===== src/rtl/int32_requant_if.sv =====
// Stream bundle for the int32 -> int8 requantizer: the input beat with its
// per-beat configuration, the output beat, and the saturation debug counter.
// The widths must match the parameters of the int32_requant instance.
interface int32_requant_if #(
    parameter int IN_W    = 32,
    parameter int SCALE_W = 16,
    parameter int SHIFT_W = 6,
    parameter int OUT_W   = 8,
    parameter int CNT_W   = 16
) ();
    // input side
    logic                      in_valid;
    logic                      in_ready;
    logic signed [IN_W-1:0]    in_data;
    logic                      in_last;
    logic signed [SCALE_W-1:0] cfg_scale;
    logic        [SHIFT_W-1:0] cfg_shift;
    logic signed [OUT_W-1:0]   cfg_zp;

    // output side
    logic                      out_valid;
    logic                      out_ready;
    logic signed [OUT_W-1:0]   out_data;
    logic                      out_last;

    // saturation debug counter
    logic                      sat_clr;
    logic        [CNT_W-1:0]   sat_count;

    // view from the requantizer itself
    modport slave (
        input  in_valid, in_data, in_last, cfg_scale, cfg_shift, cfg_zp,
        input  out_ready, sat_clr,
        output in_ready, out_valid, out_data, out_last, sat_count
    );

    // view from whoever feeds and drains the requantizer
    modport master (
        output in_valid, in_data, in_last, cfg_scale, cfg_shift, cfg_zp,
        output out_ready, sat_clr,
        input  in_ready, out_valid, out_data, out_last, sat_count
    );
endinterface


===== src/rtl/int32_requant.sv =====
// int32 -> int8 requantizer: multiply by a per-beat scale, round-shift
// (half toward +inf), add a zero point and saturate. Three register stages
// that all advance together; a stalled output freezes the whole pipe, and
// in_ready is combinational from out_ready (no skid buffer).
module int32_requant #(
    parameter int IN_W    = 32,
    parameter int SCALE_W = 16,
    parameter int SHIFT_W = 6,
    parameter int OUT_W   = 8,
    parameter int CNT_W   = 16
) (
    input  logic              clk,
    input  logic              rst_n,
    int32_requant_if.slave    bus
);
    localparam int PROD_W = IN_W + SCALE_W;   // full signed product
    localparam int RND_W  = PROD_W + 1;       // product plus rounding term
    localparam int SUM_W  = PROD_W + 2;       // rounded value plus zero point

    localparam logic signed [SUM_W-1:0] OUT_MAX = SUM_W'((1 << (OUT_W - 1)) - 1);
    localparam logic signed [SUM_W-1:0] OUT_MIN = SUM_W'(-(1 << (OUT_W - 1)));
    localparam logic        [CNT_W-1:0] CNT_MAX = '1;

    // pipeline advance: every stage moves unless a held output is refused
    logic en;

    // stage 1: product with its captured configuration
    logic                      s1_valid;
    logic                      s1_last;
    logic signed [PROD_W-1:0]  s1_prod;
    logic        [SHIFT_W-1:0] s1_shift;
    logic signed [OUT_W-1:0]   s1_zp;

    // stage 2: rounded and shifted value
    logic                      s2_valid;
    logic                      s2_last;
    logic signed [RND_W-1:0]   s2_round;
    logic signed [OUT_W-1:0]   s2_zp;

    // stage 3: output registers
    logic                      s3_valid;
    logic                      s3_last;
    logic signed [OUT_W-1:0]   s3_data;
    logic                      s3_sat;

    logic        [CNT_W-1:0]   sat_count;

    // combinational stage results
    logic signed [IN_W-1:0]    data_in;
    logic signed [SCALE_W-1:0] scale_in;
    logic signed [PROD_W-1:0]  prod_c;
    logic signed [RND_W-1:0]   prod_ext;
    logic signed [RND_W-1:0]   round_term;
    logic signed [RND_W-1:0]   round_sum;
    logic signed [RND_W-1:0]   shifted_c;
    logic signed [SUM_W-1:0]   biased_c;
    logic signed [OUT_W-1:0]   clamp_c;
    logic                      sat_c;

    assign en           = ~s3_valid | bus.out_ready;
    assign bus.in_ready = en;

    assign bus.out_valid = s3_valid;
    assign bus.out_data  = s3_data;
    assign bus.out_last  = s3_last;
    assign bus.sat_count = sat_count;

    assign data_in  = bus.in_data;
    assign scale_in = bus.cfg_scale;

    // S1 arithmetic: operands sign-extended to the full product width
    always_comb begin
        prod_c = $signed({{SCALE_W{data_in[IN_W-1]}}, data_in}) *
                 $signed({{IN_W{scale_in[SCALE_W-1]}}, scale_in});
    end

    // S1 register: capture product, shift and zero point of the accepted beat
    always_ff @(posedge clk or negedge rst_n) begin
        if (!rst_n) begin
            s1_valid <= 1'b0;
            s1_last  <= 1'b0;
            s1_prod  <= '0;
            s1_shift <= '0;
            s1_zp    <= '0;
        end else if (en) begin
            s1_valid <= bus.in_valid;
            s1_last  <= bus.in_last;
            s1_prod  <= prod_c;
            s1_shift <= bus.cfg_shift;
            s1_zp    <= bus.cfg_zp;
        end
    end

    // S2 arithmetic: add half an LSB of the result, then arithmetic shift.
    // Shifts at or beyond the product width collapse to the sign fill, since
    // the rounding term alone would otherwise pull small negatives up to 0.
    always_comb begin
        prod_ext   = {s1_prod[PROD_W-1], s1_prod};
        round_term = '0;
        if (s1_shift != '0) begin
            round_term = RND_W'(1) << (s1_shift - SHIFT_W'(1));
        end
        round_sum = prod_ext + round_term;
        if (32'(s1_shift) >= PROD_W) begin
            shifted_c = {RND_W{s1_prod[PROD_W-1]}};
        end else begin
            shifted_c = round_sum >>> s1_shift;
        end
    end

    // S2 register: rounded value travels with its zero point
    always_ff @(posedge clk or negedge rst_n) begin
        if (!rst_n) begin
            s2_valid <= 1'b0;
            s2_last  <= 1'b0;
            s2_round <= '0;
            s2_zp    <= '0;
        end else if (en) begin
            s2_valid <= s1_valid;
            s2_last  <= s1_last;
            s2_round <= shifted_c;
            s2_zp    <= s1_zp;
        end
    end

    // S3 arithmetic: add zero point with headroom, clamp to the output range
    always_comb begin
        biased_c = {s2_round[RND_W-1], s2_round} +
                   {{(SUM_W - OUT_W){s2_zp[OUT_W-1]}}, s2_zp};
        clamp_c  = biased_c[OUT_W-1:0];
        sat_c    = 1'b0;
        if (biased_c > OUT_MAX) begin
            clamp_c = OUT_MAX[OUT_W-1:0];
            sat_c   = 1'b1;
        end else if (biased_c < OUT_MIN) begin
            clamp_c = OUT_MIN[OUT_W-1:0];
            sat_c   = 1'b1;
        end
    end

    // S3 register: output beat, held while the consumer refuses it
    always_ff @(posedge clk or negedge rst_n) begin
        if (!rst_n) begin
            s3_valid <= 1'b0;
            s3_last  <= 1'b0;
            s3_data  <= '0;
            s3_sat   <= 1'b0;
        end else if (en) begin
            s3_valid <= s2_valid;
            s3_last  <= s2_last;
            s3_data  <= clamp_c;
            s3_sat   <= sat_c;
        end
    end

    // saturation counter: counts transferred saturated beats, sticks at max,
    // and a clear takes priority over a same-cycle increment
    always_ff @(posedge clk or negedge rst_n) begin
        if (!rst_n) begin
            sat_count <= '0;
        end else if (bus.sat_clr) begin
            sat_count <= '0;
        end else if (s3_valid && bus.out_ready && s3_sat && (sat_count != CNT_MAX)) begin
            sat_count <= sat_count + CNT_W'(1);
        end
    end
endmodule


===== src/flat_wrapper.sv =====
// flat-port wrapper written by rule: the top's interface ports become plain ports
module int32_requant_flat 
#(
    parameter int IN_W    = 32,
    parameter int SCALE_W = 16,
    parameter int SHIFT_W = 6,
    parameter int OUT_W   = 8,
    parameter int CNT_W   = 16
)
  (clk, rst_n, bus_in_valid, bus_in_data, bus_in_last, bus_cfg_scale, bus_cfg_shift, bus_cfg_zp, bus_out_ready, bus_sat_clr, bus_in_ready, bus_out_valid, bus_out_data, bus_out_last, bus_sat_count);
  int32_requant_if #(.IN_W(IN_W), .SCALE_W(SCALE_W), .SHIFT_W(SHIFT_W), .OUT_W(OUT_W), .CNT_W(CNT_W)) bus_i ();
  input  logic clk;
  input  logic rst_n;
  input wire logic [$bits(bus_i.in_valid)-1:0] bus_in_valid;
  input wire logic [$bits(bus_i.in_data)-1:0] bus_in_data;
  input wire logic [$bits(bus_i.in_last)-1:0] bus_in_last;
  input wire logic [$bits(bus_i.cfg_scale)-1:0] bus_cfg_scale;
  input wire logic [$bits(bus_i.cfg_shift)-1:0] bus_cfg_shift;
  input wire logic [$bits(bus_i.cfg_zp)-1:0] bus_cfg_zp;
  input wire logic [$bits(bus_i.out_ready)-1:0] bus_out_ready;
  input wire logic [$bits(bus_i.sat_clr)-1:0] bus_sat_clr;
  output wire logic [$bits(bus_i.in_ready)-1:0] bus_in_ready;
  output wire logic [$bits(bus_i.out_valid)-1:0] bus_out_valid;
  output wire logic [$bits(bus_i.out_data)-1:0] bus_out_data;
  output wire logic [$bits(bus_i.out_last)-1:0] bus_out_last;
  output wire logic [$bits(bus_i.sat_count)-1:0] bus_sat_count;
  assign bus_i.in_valid = bus_in_valid;
  assign bus_i.in_data = bus_in_data;
  assign bus_i.in_last = bus_in_last;
  assign bus_i.cfg_scale = bus_cfg_scale;
  assign bus_i.cfg_shift = bus_cfg_shift;
  assign bus_i.cfg_zp = bus_cfg_zp;
  assign bus_i.out_ready = bus_out_ready;
  assign bus_i.sat_clr = bus_sat_clr;
  assign bus_in_ready = bus_i.in_ready;
  assign bus_out_valid = bus_i.out_valid;
  assign bus_out_data = bus_i.out_data;
  assign bus_out_last = bus_i.out_last;
  assign bus_sat_count = bus_i.sat_count;
  int32_requant #(.IN_W(IN_W), .SCALE_W(SCALE_W), .SHIFT_W(SHIFT_W), .OUT_W(OUT_W), .CNT_W(CNT_W)) u_core (.clk(clk), .rst_n(rst_n), .bus(bus_i));
endmodule

===== config.mk =====
export PLATFORM = sky130hd
export DESIGN_NAME = int32_requant_flat
export DESIGN_NICKNAME = d
export VERILOG_FILES = /design/src/rtl/int32_requant_if.sv /design/src/rtl/int32_requant.sv /design/src/flat_wrapper.sv
export SDC_FILE = /design/constraint.sdc
export NUM_CORES = 2
export LEC_CHECK = 0
export ABC_CLOCK_PERIOD_IN_PS = 11730
export BUFFER_PORTS_ARGS = -buffer_cell sky130_fd_sc_hd__buf_4
export CORE_MARGIN = 2
export CORE_UTILIZATION = 30
export CTS_CLUSTER_SIZE = 40
export DETAILED_ROUTE_END_ITERATION = 8
export GPL_ROUTABILITY_DRIVEN = 0
export SETUP_SLACK_MARGIN = 0.2
export SLEW_MARGIN = 0
export SYNTH_ARGS = -nofsm -noshare
export SYNTH_HDL_FRONTEND = slang
export SYNTH_SLANG_ARGS = --single-unit

===== constraint.sdc =====
create_clock -name clk -period 11.73 [get_ports clk]
set_input_delay 0.5865 -clock clk [delete_from_list [all_inputs] [get_ports clk]]
set_output_delay 0.5865 -clock clk [all_outputs]
set_load 0.01 [all_outputs]

==> flow_summary_export.csv <==
group,metric,value,unit
outcome,status,"finished, final reports clean",
synth,seq_area_frac_synth,10.5,%
clock_network,cts_tree,"yes",
floorplanning,dieArea,122000,um^2
clock_network,root_buffer,"clkbuf_16",
drt,drcViolationCount,0,
drt,met3_length,8080,um
global_routing,grt-ovfl-total,0,
place,placed_cell_area,37500,um^2
synth,synth_ff_type,"dfrtp_1",
synth,yosysMostFrequentCell,"inv_1",
synth,synth_area,35600,um^2
drt,drtAntennaViolNets,0,
drt,drt-initial-drc-count,3060,
drt,wl_per_cell,18.9,um
clock_network,htreeDepth,4,
sta,finClkSkew,0.0138,ns
sta,relSlewSlack,29.7,%
synth,synth_edf_count,0,
drt,wl_met1,46600,um
floorplanning,fp.dieW,349,um
synth,ys_async_sr_fraction,100,%
clock_network,post_cts_resized,0,
global_routing,antenna_found_initial,2,
sta,rsz0062_at_grt,"no",
clock_network,hold_buffers,0,
synth,synth.avg_cell_area,8.02,um^2
sta,slew_violations,0,
floorplanning,dieHeight,349,um
sta,max_clock_freq,131,MHz
clock_network,clock_path_buffers,2,
floorplanning,num_io_pins,95,
sta,timing.final.crit_period,7.63,ns
drt,drt_wl_total,112000,um
layout,fin_area,38000,um^2
global_routing,grt_max_degree,103,
drt,dr.pass1.iters,8,
global_routing,track_usage,18.4,%
place,preCtsSetupSlack,3.83,ns
sta,setup_viol,0,
critical_path,crit_path_end_kind,"register",
sta,tightest_slew,1.05,ns
place,post-dp-hpwl,87900,um
floorplanning,rows,126,
drt,top_layer,"met5",
synth,syn-num-nets,5211,
global_routing,grt_pass1_vias,32220,
clock_network,clk_latency,0.48,ns
critical_path,path_max_fanout,63,
synth,yosys_warnings,0,
hold_path,min_path_type,"in -> async",
synth,synth_top_cell_by_area,"fa_1",
synth,yosys-top-cells-area,"fa_1, dfrtp_1, ha_1, inv_1, nand2_1",
sta,layout_setup_ws,4.10,ns
critical_path,cp-start-kind,"register",
drt,vias_per_cell,5.41,
clock_network,clkSinkCount,150,
layout,area_growth,6.81,%
clock_network,cts_made_buffers,17,
drt,routed-wl-met2,52800,um
drt,num_vias,31890,
clock_network,clk_pin_slew,0.08,ns
synth,syn_inst,4441,
sta,hold_violations,0,
layout,nets,5110,
synth,synth_top_cell_area_share,27.4,%
job,max_cap_violations,0,
critical_path,worstPathRequired,12.11,ns
clock_network,post_cts_buffers,0,
sta,period_share,65.0,%
floorplanning,fp.coreArea,118000,um^2
layout,drive_gt1_share,6.20,%
critical_path,crit_type,"reg -> reg",
critical_path,worstPathArrival,8.00,ns
sta,fin_setup_tns,0,ns
synth,synth_seq_cells,150,
floorplanning,initial_core_util,30.2,%
layout,fillers,12554,
global_routing,grt_pass1_wl,179000,um
place,placement.io_buffers,94,
synth,synthTopCellsByCount,"inv_1, nand2_1, fa_1, nor2_1, a21oi_1",
synth,synth.distinct_cells,98,
cells by family after synthesis:
kind of cell	after synthesis	share of synthesized area [%]
buf+inv	881	9.45
compound gates	921	17.4
fa+ha+maj	702	34.9
simple gates	1571	20.9
xor+xnor	134	3.29
flops	150	10.5
mux	82	3.54
per-layer routing:
layer  global-route usage (%)  vias to the layer above
met2                     31.1                     1338
li1                         -                    14616
met4                     6.82                        2
met1                     23.8                    15667
met3                     2.58                      267
met5                        0                        -
through the flow:
step	utilization [%]	cells	hold WS [ns]
4_1_cts	32.3	5889	0.182
5_1_grt	32.3	5890	0.239
6_report	32.3	5890	0.173
3_3_place_gp	31.8	5857	0.445
2_1_floorplan	-	4441	0.291
3_5_place_dp	31.8	5857	0.449
cell usage in the layout, fill, tap and decap left out, types with 13 or more instances in the layout:
master     netlist  routed
o211ai_1        33      33
and3_1          29      29
a21o_1          49      49
o2111ai_1       15      15
clkbuf_16        0      17
o221ai_1        15      15
nor2_1         325     325
a2111oi_0       13      13
xor2_1          48      48
a211oi_1        55      55
or2_2           23      23
a221oi_1        26      26
mux4_2          32      32
mux2_2          18      18
fa_1           488     488
o31ai_1         18      18
and4_1          16      16
buf_4            0     114
nand2_1        624     624
xnor2_1         86      86
o21a_1          38      38
o22ai_1         20      20
o21ai_0        188     188
o31a_1          14      14
a21oi_1        234     234
or3_1           33      33
nand4_1         59      59
nor2b_1         19      18
ha_1           214     214
nor3_1          75      75
and2_1         223     223
a21boi_0        17      17
nand3_1         59      59
mux2i_1         31      31
inv_1          642     640
o21bai_1        16      16
nor4_1          16      16
dfrtp_1        150     149
nand2b_1        27      27
a31oi_1         27      27
path summary, 6_finish.rpt:
check                                   startpoint              endpoint  slack [ns]  depth (start not counted)
worst max-delay path            u_core.s1_shift[1]    u_core.s2_round[5]        4.10                         20
min in group clk                     bus_cfg_zp[3]       u_core.s1_zp[3]        0.31                          3
max in group asynchronous                    rst_n    u_core.s1_shift[1]       10.10                          2
worst min register to register     u_core.s2_valid  u_core.bus.out_valid        0.46                          1
worst min-delay path                         rst_n   u_core.s2_round[15]        0.17                          1
worst max register to register  u_core.s1_shift[1]    u_core.s2_round[5]        4.10                         20
cell type report:
| type | instances | area, um^2 | area share (%) |
|---|---|---|---|
| antenna | 1 | 2.50 | 0.00658 |
| clock buffer | 19 | 443 | 1.16 |
| clock inverter | 13 | 116 | 0.306 |
| inverter | 646 | 2430 | 6.39 |
| multi-input combinational | 3410 | 28500 | 74.9 |
| sequential | 150 | 3750 | 9.87 |
| tap | 1536 | 1920 | 5.05 |
| timing repair buffer | 115 | 867 | 2.28 |
flip-flops by register name, indices dropped and copies added (netlist names):
| signal | flops |
|---|---|
| u_core.s1_last | 1 |
| u_core.bus.out_last | 1 |
| u_core.s3_sat | 1 |
| u_core.s1_shift | 6 |
| u_core.s1_prod | 48 |
| u_core.bus.out_data | 8 |
| u_core.bus.sat_count | 16 |
| u_core.s2_round | 49 |
| u_core.s2_zp | 8 |
| u_core.s1_valid | 1 |
| u_core.bus.out_valid | 1 |
| u_core.s2_valid | 1 |
| u_core.s2_last | 1 |
| u_core.s1_zp | 8 |
worst max-delay path, stage by stage (launching register included):
cell       delay, ns
dfrtp_2         0.39
buf_4           0.32
inv_2           0.10
buf_4           0.52
nand2_1         0.33
inv_1           0.42
ha_1            0.37
or3_1           0.60
nor2_1          0.20
ha_1            0.31
nand4_1         0.19
nor2_1          0.23
o2111ai_1       0.37
a31oi_1         0.62
nor2_1          0.22
o22a_1          0.28
nand2_1         0.38
a2111oi_0       0.19
nor3_1          0.84
a22oi_1         0.21
a221oi_1        0.34
Power is left out: the tool's default activity adds up to more than one toggle a clock period on the data nets, which glitch-free logic cannot reach.
